**src/rtl/whack_sequencer.sv**
```systemverilog
// Game-flow controller for whack-a-mole: countdown, timed play window with
// mole spawning/aging, hit scoring, and a game-over hold.
module whack_sequencer #(
   parameter int COUNTDOWN_S = 5,
   parameter int PLAY_S      = 30,
   parameter int MOLE_TICKS  = 2,
   parameter int MAX_SCORE   = 9999
) (
   input  logic        clk_i,
   input  logic        reset_i,
   input  logic        tick_i,
   input  logic        start_i,
   input  logic [2:0]  rnd_i,
   input  logic [4:0]  whack_i,
   output logic [4:0]  led,
   output logic [15:0] score,
   output logic [7:0]  count_o,
   output logic [1:0]  state_o,
   output logic        playing_o
);

   typedef enum logic [1:0] {
      IDLE      = 2'b00,
      COUNTDOWN = 2'b01,
      PLAY      = 2'b10,
      OVER      = 2'b11
   } state_t;

   localparam logic [7:0]  CD_LOAD   = 8'(COUNTDOWN_S);
   localparam logic [7:0]  PLAY_LOAD = 8'(PLAY_S);
   localparam logic [7:0]  MOLE_LIFE = 8'(MOLE_TICKS);
   localparam logic [15:0] SCORE_CAP = 16'(MAX_SCORE);

   state_t      state_q;
   logic [4:0]  led_q;
   logic [15:0] score_q;
   logic [7:0]  count_q;
   logic        playing_q;
   logic [2:0]  prevIdx_q;
   logic [7:0]  moleAge_q;

   logic        startPrev_q;
   logic        startRise_q;
   logic [4:0]  whackPrev_q;
   logic [4:0]  whackRise_q;

   logic [2:0]  foldIdx;
   logic [2:0]  spawnIdx;
   logic [4:0]  spawnLed;
   logic        hitNow;
   logic        finalTick;
   logic        moleExpired;

   // Button rises are registered, so a press takes one edge to be seen and
   // a second edge to act on the game state.
   always_ff @(posedge clk_i) begin
      if (reset_i) begin
         startPrev_q <= 1'b0;
         startRise_q <= 1'b0;
         whackPrev_q <= '0;
         whackRise_q <= '0;
      end else begin
         startPrev_q <= start_i;
         startRise_q <= start_i & ~startPrev_q;
         whackPrev_q <= whack_i;
         whackRise_q <= whack_i & ~whackPrev_q;
      end
   end

   // Fold the 3-bit random value onto five moles and never repeat the last one.
   always_comb begin
      foldIdx  = (rnd_i < 3'd5) ? rnd_i : rnd_i - 3'd5;
      spawnIdx = foldIdx;
      if (foldIdx == prevIdx_q) begin
         spawnIdx = (foldIdx == 3'd4) ? 3'd0 : foldIdx + 3'd1;
      end
      spawnLed    = 5'b00001 << spawnIdx;
      hitNow      = |(whackRise_q & led_q);
      finalTick   = tick_i && (count_q == 8'd1);
      moleExpired = (moleAge_q + 8'd1) >= MOLE_LIFE;
   end

   always_ff @(posedge clk_i) begin
      if (reset_i) begin
         state_q   <= IDLE;
         led_q     <= '0;
         score_q   <= '0;
         count_q   <= '0;
         playing_q <= 1'b0;
         prevIdx_q <= '0;
         moleAge_q <= '0;
      end else begin
         case (state_q)
            IDLE, OVER: begin
               if (startRise_q) begin
                  state_q <= COUNTDOWN;
                  count_q <= CD_LOAD;
                  score_q <= '0;
               end
            end
            COUNTDOWN: begin
               if (tick_i) begin
                  if (count_q == 8'd1) begin
                     state_q   <= PLAY;
                     count_q   <= PLAY_LOAD;
                     playing_q <= 1'b1;
                     led_q     <= spawnLed;
                     prevIdx_q <= spawnIdx;
                     moleAge_q <= '0;
                  end else begin
                     count_q <= count_q - 8'd1;
                  end
               end
            end
            PLAY: begin
               // The closing tick wins over any hit or aging in the same cycle.
               if (finalTick) begin
                  state_q   <= OVER;
                  led_q     <= '0;
                  count_q   <= '0;
                  playing_q <= 1'b0;
               end else begin
                  if (tick_i) begin
                     count_q <= count_q - 8'd1;
                  end
                  if (hitNow) begin
                     if (score_q < SCORE_CAP) begin
                        score_q <= score_q + 16'd1;
                     end
                     if (tick_i) begin
                        led_q     <= spawnLed;
                        prevIdx_q <= spawnIdx;
                        moleAge_q <= '0;
                     end else begin
                        led_q <= '0;
                     end
                  end else if (tick_i) begin
                     if ((led_q == 5'd0) || moleExpired) begin
                        led_q     <= spawnLed;
                        prevIdx_q <= spawnIdx;
                        moleAge_q <= '0;
                     end else begin
                        moleAge_q <= moleAge_q + 8'd1;
                     end
                  end
               end
            end
            default: state_q <= IDLE;
         endcase
      end
   end

   assign led       = led_q;
   assign score     = score_q;
   assign count_o   = count_q;
   assign state_o   = state_q;
   assign playing_o = playing_q;

endmodule

```
**config.mk**
```make
export PLATFORM = sky130hd
export DESIGN_NAME = whack_sequencer
export DESIGN_NICKNAME = d
export VERILOG_FILES = /design/src/rtl/whack_sequencer.sv
export SDC_FILE = /design/constraint.sdc
export NUM_CORES = 1
export LEC_CHECK = 0
export ABC_CLOCK_PERIOD_IN_PS = 3070
export BUFFER_PORTS_ARGS = -buffer_cell sky130_fd_sc_hd__clkbuf_2
export CAP_MARGIN = 20
export CORE_MARGIN = 5
export CORE_UTILIZATION = 51
export DETAILED_ROUTE_END_ITERATION = 6
export MAX_ROUTING_LAYER = met4
export PLACE_DENSITY = 0.75
export SYNTH_ARGS = -nofsm -noshare
export SYNTH_HDL_FRONTEND = slang
export SYNTH_SLANG_ARGS = --single-unit
export TNS_END_PERCENT = 20
```
**constraint.sdc**
```tcl
create_clock -name clk_i -period 3.07 [get_ports clk_i]
set_clock_uncertainty 0.2 [all_clocks]
set_input_delay 0.614 -clock clk_i [delete_from_list [all_inputs] [get_ports clk_i]]
set_output_delay 0.614 -clock clk_i [all_outputs]
set_load 0.01 [all_outputs]
```
==> impl_results.md <==
- Status: complete, no violations
- Mean routed wirelength per cell: 14.1 µm
- Commonest cells in the netlist: dfxtp_1, a21oi_1, nand2_1
- Max-capacitance violation count: 0
- Leakage power: 1.29 nW
- Sequential share of the synthesized area: 37.2%
- Power Density: 707 nW/µm²
- TritonRoute pass-1 iters: 4
- Remaining DRCs: 0
- Post-synthesis cell area: 2960 µm²
- Synth top area share: 37.2%
- Site Rows: 27
- Async set-reset flop share out of synthesis: 0%
- Initial antenna violation count: 0
- VDD IR max: 0.447 mV
- Final Critical Period: 2740 ps
- Share of cells above drive strength 1: 19.1%
- GPL Wtd Cong: 0.856
- Clock buffer count from CTS: 5
- CTS max path bufs: 2
- P_int: 1.37 mW
- CTS tree: done
- Req. time, crit path: 3110 ps
- Vias in the first global route: 2413
- Fill cells: 512
- Hold WC Path Type: reg2reg
- Number of gates resized after CTS: 0
- Delay of the slowest critical-path stage: 280 ps
- Finished Cell Area: 3330 µm²
- Reg area: 1100 µm²
- CP Cell Sequence: clkbuf_2 -> inv_1 -> ha_1 -> and2_1 -> nor2_1 -> inv_1 -> ha_1 -> nand3b_1 -> a31o_2 -> a311oi_1 -> buf_4 -> nand4_1 -> o2bb2ai_1
- RSZ-0062 raised after global routing: no
- Cells after Synth: 339
- Clock share of power: 17.1%
- Ys flop type: dfxtp_1
- CP max-delay cell: ha_1
- Syn nets: 361
- Nets: 403
- Setup ws final: 330 ps
- Setup violators final: 0
- First-pass GRT wire length: 11100 µm
- CTS Hold Bufs: 0
- Logic gate share of total power: 45.0%
- Sw Ratio: 41.5%
- Crit share post-route: 89.3%
- Initial Util: 53.1%
- Number of synthesized flops with an enable pin: 0
- Top-count cell post-synth: dfxtp_1
- Detail Placement HPWL: 4750 µm
- Worst slack at placement: 48.4 ps
- Root Driver: clkbuf_8
- Fmax: 365 MHz
- GRT Overall Usage: 18.4%
- Pins Over Slew Limit: 0
- Initial detailed-routing violation count: 150
- Max transition margin: 25.9%
- Synth area leader: dfxtp_1
- GRT overflow: 0
- Worst setup path category: in2reg
- Post-synthesis area per instance: 8.73 µm²
- Clock slew at reported path FFs: 100 ps
- Synth warnings: 0
- Die area: 7420 µm²
- H-tree depth: 2
- Startpoint types: input port
- Cell Area, Placed: 3240 µm²
- Synth Register Bits: 55
- Setup TNS: 0 ps
- Final hold vios: 0
- Clk Latency, worst-skew pair: 310 ps
- Reg power frac: 37.8%
- Number of post-CTS setup repair buffers: 0
- Clk sink count: 55
- Largest net degree at the start of global routing: 25
- Multi-input logic area: 1730 µm²
- Antenna Nets Post-Route: 0
- Sw power: 0.977 mW
- Area contributors post-synth: dfxtp_1, a21oi_1, ha_1
- CP Capture Type: flop
- Total number of vias: 2617
- Crit path DAT: 2780 ps
- Antenna cells: 0
- Crit path max fanout: 4
- Area growth, synth to finish: 12.4%
- Buffers on Ports: 43
- I/O pin count: 44
- Distinct cells, synth: 62
- Die width: 86.2 µm
- CORE AREA: 5570 µm²
- Post-Route WL: 6420 µm
- Worst-Margin Slew: 1100 ps
- DIE HEIGHT: 86.2 µm
- Via density: 5.76
==> worst max-delay path: cells and delay by family <==
family	cells	cell delay [ps]
and+or+nand+nor	4	610
AOI/OAI and AO/OA	3	690
buffers and inverters	4	390
adders and majority gates	2	480
==> layout by cell type, fill, tap and decap left out, types with 8 or more instances in the layout <==
cell type / instances
nand3_1: 8
a21oi_1: 26
xnor2_1: 8
inv_1: 17
or4_1: 9
nand2_1: 25
nand2b_1: 8
clkbuf_2: 43
o31ai_1: 8
o21ai_0: 15
ha_1: 10
nor2b_1: 16
dfxtp_1: 55
nor2_1: 20
==> state kept, by name, summed over array words and instances, names as in the netlist <==
register     cells
led              5
prevIdx_q        3
whackRise_q      5
playing_o        1
startRise_q      1
moleAge_q        8
state_o          2
startPrev_q      1
count_o          8
whackPrev_q      5
score           16
==> path summary, 6_finish.rpt <==
check	depth (start not counted)	slack (ps)	to	startpoint
max	13	330	led[3]	rnd_i[1]
min	1	190	whackRise_q[1]	whackPrev_q[1]
max reg2reg	7	390	score[10]	count_o[0]
min reg2reg	1	190	whackRise_q[1]	whackPrev_q[1]
==> stage by stage <==
step                      cells  util (%)  total power, mW  hold WS (ps)
after floorplan             339         -             1.69           167
after global placement      446      58.1             1.94           171
after detailed placement    446      58.1             1.95           174
after CTS                   454      59.7             2.36           188
after global routing        454      59.7             2.55           205
final                       454      59.7             2.35           187
==> cell type report <==
type | instances | area share [%]
Inverter | 17 | 1.92
Clock inverter | 3 | 0.564
Timing Repair Buffer | 48 | 7.60
Sequential cell | 55 | 33.1
Clock buffer | 5 | 2.07
Tap cell | 72 | 2.71
Multi-Input combinational cell | 254 | 52.0
==> per-layer routing <==
metal  vias to the layer above  wire [µm]  part of all wire [%]  track usage [%]
li1                       1336          -                     -                -
met1                      1220       3100                    48             24.7
met3                         5        264                   4.1             3.46
met2                        56       2990                    47             28.8
met4                         0         62                  0.97             3.88
met5                         -          0                     0                -
==> power by group through the flow <==
stage	registers (mW)	clock network (mW)	logic (mW)
finish	0.889	0.403	1.06
global route	0.904	0.448	1.19
CTS	0.888	0.416	1.05
detailed placement	0.905	0	1.05
global placement	0.904	0	1.04
floorplan	0.909	0	0.778
==> kinds of logic after synthesis <==
| kind of cell | count (synthesis) | synth area share (%) |
|---|---|---|
| AND/OR/NAND/NOR | 134 | 26.2 |
| adder cells (fa/ha/maj) | 10 | 4.23 |
| multiplexers | 5 | 1.69 |
| XOR/XNOR | 9 | 2.67 |
| AO/OA/AOI/OAI | 96 | 23.7 |
| flip-flops | 55 | 37.2 |
| buffers and inverters | 30 | 4.27 |
Power figures use the tool's default switching activity.
